<file path="src/rtl/simpleuart_tx_arb.sv">
// Round-robin arbiter sharing one simpleuart transmitter among NREQ byte producers.
// A grant is held until the owner sends a byte marked last; define SIMPLEUART_TX_ARB_TIMEOUT_EN to revoke idle locks.
module simpleuart_tx_arb #(
  parameter int NREQ    = 2,
  parameter int TIMEOUT = 1024
) (
  input  logic              clk,
  input  logic              resetn,
  input  logic [NREQ-1:0]   req_valid,
  input  logic [8*NREQ-1:0] req_data,
  input  logic [NREQ-1:0]   req_last,
  output logic [NREQ-1:0]   req_ready,
  input  logic              uart_enabled,
  output logic              reg_dat_we,
  output logic [31:0]       reg_dat_di,
  input  logic              reg_dat_wait,
  output logic [NREQ-1:0]   grant,
  output logic              busy
);

  localparam int IW = (NREQ > 2) ? 2 : 1;

  if (NREQ < 2 || NREQ > 4 || TIMEOUT < 1) begin : g_bad_param
    $error("simpleuart_tx_arb: NREQ must be 2..4 and TIMEOUT at least 1");
  end

  typedef enum logic [1:0] {IDLE, SEND, LOCK} state_t;

  state_t          state;
  logic [IW-1:0]   owner;
  logic [IW-1:0]   rr;
  logic [7:0]      hbyte;
  logic            hlast;

  logic            win_found;
  logic [IW-1:0]   win_idx;
  logic [IW-1:0]   sel_idx;
  logic [IW-1:0]   owner_nxt;
  logic [IW+2:0]   sel_bit;
  logic            accept;

  // Search rr, rr+1, ... modulo NREQ; walking downwards lets the lowest offset win.
  always_comb begin
    // NOTE: every combinational output gets a default first so no path infers a latch.
    win_found = 1'b0;
    win_idx   = '0;
    for (int k = NREQ - 1; k >= 0; k--) begin
      logic [IW-1:0] idx;
      idx = IW'((int'(rr) + k) % NREQ);
      if (req_valid[idx]) begin
        win_found = 1'b1;
        win_idx   = idx;
      end
    end
  end

  always_comb begin
    req_ready = '0;
    if (uart_enabled) begin
      if (state == IDLE && win_found) req_ready[win_idx] = 1'b1;
      if (state == LOCK)              req_ready[owner]   = req_valid[owner];
    end
  end

  assign sel_idx    = (state == IDLE) ? win_idx : owner;
  assign sel_bit    = {sel_idx, 3'b000};
  assign accept     = |(req_ready & req_valid);
  assign owner_nxt  = (owner == IW'(NREQ - 1)) ? '0 : owner + 1'b1;
  assign reg_dat_di = {24'h0, hbyte};

`ifdef SIMPLEUART_TX_ARB_TIMEOUT_EN
  logic [15:0] to_cnt;
`endif

  always_ff @(posedge clk) begin
    if (!resetn) begin
      // NOTE: sequential state uses non-blocking assignments so every flop samples pre-edge values.
      state      <= IDLE;
      owner      <= '0;
      rr         <= '0;
      hbyte      <= '0;
      hlast      <= 1'b0;
      reg_dat_we <= 1'b0;
      grant      <= '0;
      busy       <= 1'b0;
`ifdef SIMPLEUART_TX_ARB_TIMEOUT_EN
      to_cnt     <= '0;
`endif
    end else begin
      case (state)
        IDLE: begin
          if (accept) begin
            owner      <= win_idx;
            hbyte      <= req_data[sel_bit +: 8];
            hlast      <= req_last[win_idx];
            reg_dat_we <= 1'b1;
            grant      <= {{(NREQ-1){1'b0}}, 1'b1} << win_idx;
            busy       <= 1'b1;
            state      <= SEND;
          end
        end
        SEND: begin
          // A captured byte is always delivered, whatever uart_enabled does meanwhile.
          if (!reg_dat_wait) begin
            reg_dat_we <= 1'b0;
            hbyte      <= '0;
`ifdef SIMPLEUART_TX_ARB_TIMEOUT_EN
            to_cnt     <= '0;
`endif
            if (hlast) begin
              rr    <= owner_nxt;
              grant <= '0;
              busy  <= 1'b0;
              state <= IDLE;
            end else begin
              state <= LOCK;
            end
          end
        end
        LOCK: begin
          if (accept) begin
            hbyte      <= req_data[sel_bit +: 8];
            hlast      <= req_last[owner];
            reg_dat_we <= 1'b1;
            state      <= SEND;
`ifdef SIMPLEUART_TX_ARB_TIMEOUT_EN
            to_cnt     <= '0;
          end else if (!req_valid[owner]) begin
            // A silent owner forfeits the lock; its message counts as ended.
            if (to_cnt == 16'(TIMEOUT - 1)) begin
              to_cnt <= '0;
              rr     <= owner_nxt;
              grant  <= '0;
              busy   <= 1'b0;
              state  <= IDLE;
            end else begin
              to_cnt <= to_cnt + 16'd1;
            end
`endif
          end
        end
        default: state <= IDLE;
      endcase
    end
  end

endmodule
</file>
<file path="config.mk">
export PLATFORM = sky130hd
export DESIGN_NAME = simpleuart_tx_arb
export DESIGN_NICKNAME = d
export VERILOG_FILES = /design/src/rtl/simpleuart_tx_arb.sv
export SDC_FILE = /design/constraint.sdc
export NUM_CORES = 1
export LEC_CHECK = 0
export BUFFER_PORTS_ARGS = -buffer_cell sky130_fd_sc_hd__buf_2
export CAP_MARGIN = 30
export CORE_UTILIZATION = 44
export DETAILED_ROUTE_END_ITERATION = 12
export GPL_TIMING_DRIVEN = 0
export PLACE_DENSITY = 0.77
export SLEW_MARGIN = 20
export SYNTH_ARGS = -nofsm -noshare
export SYNTH_HDL_FRONTEND = slang
export SYNTH_SLANG_ARGS = --single-unit
</file>
<file path="constraint.sdc">
create_clock -name clk -period 2.1 [get_ports clk]
set_clock_uncertainty 0.2 [all_clocks]
set_input_delay 0.42 -clock clk [delete_from_list [all_inputs] [get_ports clk]]
set_output_delay 0.42 -clock clk [all_outputs]
set_load 0.1 [all_outputs]
</file>
**Word-level counts from Yosys, hierarchy flattened**

Index checks and enable logic that the tools add are counted.

- Register bits: 17
- Bits in latches: 0
- RAM bits: 0
- Memory bits (read-only): 0
- Input bits: 24
- Output and inout bits: 38
- Logic and storage cells: 87
- Memories kept: 0

- Add/sub/neg operators: 2
- Multipliers: 0
- Div/mod/pow operators: 0
- Order comparisons: 6
- Equal/unequal tests: 7
- Shift-type cells: 2
- Muxes and demuxes: 45
- Bitwise gates (word level): 2
- Reduce and logical (&&, ||, !) cells: 15

Operators by type and width:

| cell | number |
|---|---|
| 1-bit two-way mux | 24 |
| 2-bit two-way mux | 10 |
| 8-bit two-way mux | 2 |
| 8-bit one-hot mux with 2 select lines | 1 |
| 16-bit by 5-bit variable part select with 8-bit output | 1 |
| 3-bit AND reduction | 3 |
| 1-bit by 2-bit less-than comparator with 1-bit output (second input constant) | 4 |
| 2-bit inequality test (second input constant) | 4 |
| 2-bit one-hot mux with 2 select lines | 2 |
| 1-bit one-hot mux with 2 select lines | 3 |
| 2-bit nonzero test | 3 |
| 2-bit AND reduction | 2 |
| 4-bit AND reduction | 1 |
| 2-bit OR reduction | 2 |
| 1-bit logical AND | 3 |
| 1-bit adder (second input constant) | 2 |
| 2-bit AND | 1 |
| 2-bit bitwise mux | 1 |
| 1-bit demux with 1-bit select | 2 |
| 2-bit by 1-bit equality test with 1-bit output (second input constant) | 1 |
| 2-bit equality test (second input constant) | 1 |
| 1-bit greater-or-equal comparator (second input constant) | 2 |
| 2-bit logical NOT | 1 |
| 2-bit by 1-bit inequality test with 1-bit output (second input constant) | 1 |
| other kinds (2) | 2 |

**Depth between registers and ports, before layout**

- Depth in word-level cells: 18
- Gate-level depth with buffers: 6

**Worst setup path after synthesis**

OpenSTA, ideal clock, no wires.

- Path kind: register to output
- From: register owner
- To: output port req_ready[0]
- Data arrival time: 2.962 ns
- Data required time: 1.480 ns
- Setup slack: -1.482 ns
- Stages on the path, launching flop included: 6
- Cells stage by stage: dfxtp_1 buf_4 buf_2 nand2_1 o21ai_0 nor3b_1

- Word-level cells in the longest chain between the ends: 7
- Elaborated cells between the ends (all ways): 10
- Classes of those cells: 2 x order compare; 7 x mux; 1 x reduce/logical

RTL lines:

| what | RTL line | source |
|---|---|---|
| start: declaration | 30 | `logic [IW-1:0] owner;` |
| start signal: assignment | 93 | `owner <= win_idx;` |
| 1-bit by 2-bit less-than comparator with 1-bit output (not written as such) or 1-bit greater-or-equal comparator (tied branches) | 61 | `if (state == LOCK) req_ready[owner] = req_valid[owner];` |
| 1-bit logical AND (not written as such) | 61 |  |
| 1-bit two-way mux (not written as such) | 61 |  |
| 1-bit demux with 1-bit select | 61 |  |
| 2-bit bitwise mux * | 61 |  |
| 2-bit two-way mux * | 61 |  |
| 2-bit two-way mux * | 59 | `if (uart_enabled) begin` |
| end: declaration | 12 | `output logic [NREQ-1:0] req_ready,` |

Every way passes the cells marked *; elsewhere a longest branch is shown, timed or not. The select of a mux whose other input is x is not followed.

**Worst setup path after layout**

- From: register owner
- To: output port req_ready[1]

The elaborated chain is that of the path after synthesis.

==> run_summary.xml <==
<?xml version="1.0" encoding="UTF-8"?>
<metrics>
  <group name="clock_tree">
    <metric name="cts_htree_levels" unit="">1</metric>
    <metric name="worst_setup_hold_path_clk_slew" unit="ps">100</metric>
    <metric name="clk_path_buf_depth" unit="">2</metric>
    <metric name="clock_latency_late_sink" unit="ps">280</metric>
    <metric name="cts_tree" unit="">done</metric>
    <metric name="cts_root_buf" unit="">sky130_fd_sc_hd__clkbuf_4</metric>
    <metric name="cts_sinks" unit="">17</metric>
    <metric name="tritoncts.num_buffers" unit="">3</metric>
    <metric name="cts_hold_buf" unit="">0</metric>
  </group>
  <group name="placed_design">
    <metric name="postPlaceCellArea" unit="um^2">1510</metric>
    <metric name="place_inst" unit="">234</metric>
    <metric name="hpwl" unit="um">2210</metric>
    <metric name="finalWeightedCongestion" unit="">0.804</metric>
    <metric name="placement.setup.worst_slack" unit="ps">-370</metric>
    <metric name="portBuffers" unit="">36</metric>
  </group>
  <group name="cells_and_area">
    <metric name="final_design_area_no_fill" unit="um^2">1600</metric>
    <metric name="post_route_cells_drive_above_1_share" unit="%">40.9</metric>
    <metric name="final_net_count" unit="">233</metric>
    <metric name="final_core_util" unit="%">64.7</metric>
    <metric name="final-seq-area" unit="um^2">342</metric>
    <metric name="antenna_cells_inserted" unit="">0</metric>
    <metric name="syn2layout_area_growth" unit="%">38.4</metric>
    <metric name="final.fill_count" unit="">225</metric>
    <metric name="multiInputGateArea" unit="um^2">717</metric>
    <metric name="layout.cells.non_filler" unit="">238</metric>
  </group>
  <group name="critical_path">
    <metric name="critical-path-slowest-cell" unit="">sky130_fd_sc_hd__dfxtp_2</metric>
    <metric name="max_stage_delay" unit="ps">330</metric>
    <metric name="worst_ep_required_time" unit="ps">1480</metric>
    <metric name="worst-setup-path-type" unit="">reg2out</metric>
    <metric name="regToRegStartpoint" unit="">state[1]$_SDFFE_PN0P_</metric>
    <metric name="r2r-end" unit="">hbyte[2]$_SDFFE_PN0P_</metric>
    <metric name="crit_path_start_kind" unit="">register</metric>
    <metric name="path_cells" unit="">buf_6, buf_8, and3_4, a31oi_4, nor2_4, buf_12</metric>
    <metric name="r2r.worst_path.cells" unit="">5</metric>
    <metric name="worst_path_bufs_invs" unit="">3</metric>
    <metric name="cp_max_fo" unit="">10</metric>
    <metric name="critical-path-top-delay-family" unit="">buffers and inverters</metric>
    <metric name="rrSetupSlack" unit="ps">250</metric>
    <metric name="critPathCaptureType" unit="">output port</metric>
    <metric name="worst-endpoint-arrival" unit="ps">1440</metric>
  </group>
  <group name="sta">
    <metric name="holdWs" unit="ps">210</metric>
    <metric name="finalHoldViolations" unit="">0</metric>
    <metric name="setup_violating_endpoint_count_in_the_final_report" unit="">0</metric>
    <metric name="setup_repair_after_global_routing_missed_its_margin" unit="">no</metric>
    <metric name="final_max_slew_viol_count" unit="">0</metric>
    <metric name="fin_tns_setup" unit="ps">0</metric>
    <metric name="max_freq" unit="GHz">0.486</metric>
    <metric name="final.min_clock_period" unit="ps">2060</metric>
    <metric name="finalCritPeriodShare" unit="%">98.1</metric>
    <metric name="setup_slack" unit="ps">40.8</metric>
  </group>
  <group name="global_routing">
    <metric name="vias_in_the_first_global_route" unit="">1118</metric>
    <metric name="grt_first_pass_wirelength" unit="um">4670</metric>
    <metric name="grt_usage" unit="%">22.5</metric>
    <metric name="antenna_found_initial" unit="">0</metric>
    <metric name="grt_max_degree" unit="">11</metric>
    <metric name="grt_remaining_overflow" unit="">0</metric>
  </group>
  <group name="detailed_routing">
    <metric name="remaining_antenna_violation_count_after_routing" unit="">0</metric>
    <metric name="wire_per_inst" unit="um">13.3</metric>
    <metric name="drt_iter0_markers" unit="">34</metric>
    <metric name="detail_route.first_pass.iterations" unit="">4</metric>
    <metric name="detail_route.vias_per_cell" unit="">5.28</metric>
    <metric name="finalWirelength" unit="um">3170</metric>
    <metric name="via_count" unit="">1256</metric>
    <metric name="drc_errors" unit="">0</metric>
  </group>
  <group name="synthesis">
    <metric name="synthDistinctLibCells" unit="">25</metric>
    <metric name="count_of_state_elements_after_synthesis" unit="">17</metric>
    <metric name="syn_area_per_cell" unit="um^2">7.99</metric>
    <metric name="postSynthCellCount" unit="">145</metric>
    <metric name="yosysSeqAreaShare" unit="%">29.4</metric>
    <metric name="syn_area" unit="um^2">1160</metric>
    <metric name="ys.warnings.count" unit="">0</metric>
  </group>
  <group name="run">
    <metric name="maxCapViolCount" unit="">0</metric>
  </group>
  <group name="die">
    <metric name="design.die.area" unit="um^2">2840</metric>
    <metric name="fp.coreArea" unit="um^2">2480</metric>
    <metric name="floorplan.die.width" unit="um">53.3</metric>
    <metric name="die_y" unit="um">53.3</metric>
    <metric name="floorplan.initialDensity" unit="%">46.8</metric>
    <metric name="ios" unit="">62</metric>
    <metric name="std_cell_rows" unit="">18</metric>
  </group>
  <group name="min_path">
    <metric name="worst_hold_path.endpoint" unit="">hlast$_SDFFE_PN0P_</metric>
    <metric name="worstHoldStart" unit="">resetn</metric>
    <metric name="holdCritPathClass" unit="">in2reg</metric>
    <metric name="hold_depth" unit="">3</metric>
  </group>
  <group name="pwr">
    <metric name="power" unit="mW">1.16</metric>
    <metric name="cellPowerDensity" unit="nW/um^2">723</metric>
    <metric name="power.static_leakage" unit="nW">0.749</metric>
    <metric name="ir_drop" unit="mV">0.418</metric>
  </group>
  <group name="outcome">
    <metric name="outcome" unit="">complete, no violations</metric>
  </group>
</metrics>
## layout by cell type, fill, tap and decap left out, types with 2 or more instances in the layout
cell	n
sky130_fd_sc_hd__conb_1	24
sky130_fd_sc_hd__nand3_1	3
sky130_fd_sc_hd__a21oi_1	23
sky130_fd_sc_hd__nor2_1	12
sky130_fd_sc_hd__buf_4	26
sky130_fd_sc_hd__inv_1	3
sky130_fd_sc_hd__nand2_1	3
sky130_fd_sc_hd__buf_8	2
sky130_fd_sc_hd__a31oi_1	2
sky130_fd_sc_hd__clkbuf_1	2
sky130_fd_sc_hd__mux2i_1	10
sky130_fd_sc_hd__nand2_2	2
sky130_fd_sc_hd__nand4_1	9
sky130_fd_sc_hd__buf_2	36
sky130_fd_sc_hd__clkbuf_4	3
sky130_fd_sc_hd__a311oi_1	9
sky130_fd_sc_hd__dfxtp_1	16
sky130_fd_sc_hd__buf_6	2
sky130_fd_sc_hd__nor2_4	2
## synth_stat cells
| cell | n | area share (%) |
|---|---|---|
| sky130_fd_sc_hd__inv_1 | 3 | 0.97 |
| sky130_fd_sc_hd__clkbuf_1 | 3 | 0.97 |
| sky130_fd_sc_hd__a21o_1 | 1 | 0.65 |
| sky130_fd_sc_hd__buf_2 | 4 | 1.7 |
| sky130_fd_sc_hd__nand2_1 | 5 | 1.6 |
| sky130_fd_sc_hd__buf_4 | 27 | 17 |
| sky130_fd_sc_hd__nor2_4 | 1 | 0.97 |
| sky130_fd_sc_hd__and3_1 | 1 | 0.54 |
| sky130_fd_sc_hd__conb_1 | 1 | 0.32 |
| sky130_fd_sc_hd__o22a_1 | 1 | 0.76 |
| sky130_fd_sc_hd__o21ai_0 | 2 | 0.86 |
| sky130_fd_sc_hd__a311oi_1 | 9 | 6.8 |
| sky130_fd_sc_hd__a21boi_2 | 1 | 0.97 |
| sky130_fd_sc_hd__nor2_1 | 13 | 4.2 |
| sky130_fd_sc_hd__nand3_1 | 3 | 1.3 |
| sky130_fd_sc_hd__mux2i_1 | 10 | 8.6 |
| sky130_fd_sc_hd__nor3b_1 | 2 | 1.3 |
| sky130_fd_sc_hd__nand4_1 | 9 | 4.9 |
| sky130_fd_sc_hd__and3b_1 | 1 | 0.76 |
| sky130_fd_sc_hd__nand2b_1 | 3 | 1.6 |
| sky130_fd_sc_hd__nand3b_1 | 1 | 0.65 |
| sky130_fd_sc_hd__dfxtp_1 | 17 | 29 |
| sky130_fd_sc_hd__a31oi_1 | 3 | 1.6 |
| sky130_fd_sc_hd__a21oi_1 | 23 | 9.9 |
| sky130_fd_sc_hd__a211oi_2 | 1 | 1.1 |
## logic make-up (layout without fill, tap and decap cells)
| group | count (synthesis) | count (layout) | share of synthesized area [%] |
|---|---|---|---|
| DFF | 17 | 17 | 29.4 |
| and+or+nand+nor | 39 | 39 | 17.8 |
| buffers and inverters | 37 | 77 | 21.2 |
| muxes | 10 | 10 | 8.64 |
| other | 1 | 24 | 0.324 |
| AOI/OAI and AO/OA | 41 | 41 | 22.7 |
## tightest hold or removal path, delay by kind of cell
family,cells,cell delay (ps)
AOI/OAI and AO/OA,2,120
buffers and inverters,1,110
## final cells by class
type | instances | share of cell area [%]
clock buffers | 4 | 1.64
inverters | 3 | 0.702
multi-input cells | 114 | 44.7
repair buffers | 36 | 12.8
plain buffers | 34 | 16.5
flip-flops and latches | 17 | 21.3
well taps | 30 | 2.34
## repair_timing
item,in CTS,in global routing
buffers inserted,0,0
endpoints found under the setup margin,2,2
resized for setup,10,8
## where the power goes
part / switching (mW) / leakage, nW / internal, mW
registers: 0.0164 / 0.140 / 0.349
logic: 0.484 / 0.593 / 0.136
clock network: 0.101 / 0.0150 / 0.0737
## how the worst max path moves through the flow
stage | startpoint | endpoint | slack (ps) | cells after the start
2_1_floorplan | owner$_SDFFE_PN0P_ | req_ready[0] | -5 | 5
3_3_place_gp | req_valid[0] | req_ready[1] | -320 | 6
3_5_place_dp | req_valid[0] | req_ready[1] | -370 | 6
4_1_cts | owner$_SDFFE_PN0P_ | req_ready[1] | 3 | 6
5_1_grt | owner$_SDFFE_PN0P_ | req_ready[1] | 5 | 6
6_report | owner$_SDFFE_PN0P_ | req_ready[1] | 40 | 6
## routing by layer
layer	GRT usage (%)	wire (um)
met2	41.9	1700
met1	25.6	1280
met4	10.5	48
met3	1.15	152
met5	0	0
## registers in the layout, indices dropped and copies added (netlist names)
name        flops
hbyte           8
grant           2
state           2
busy            1
hlast           1
owner           1
reg_dat_we      1
rr              1
Note: power is estimated with default switching activity, not from simulation.
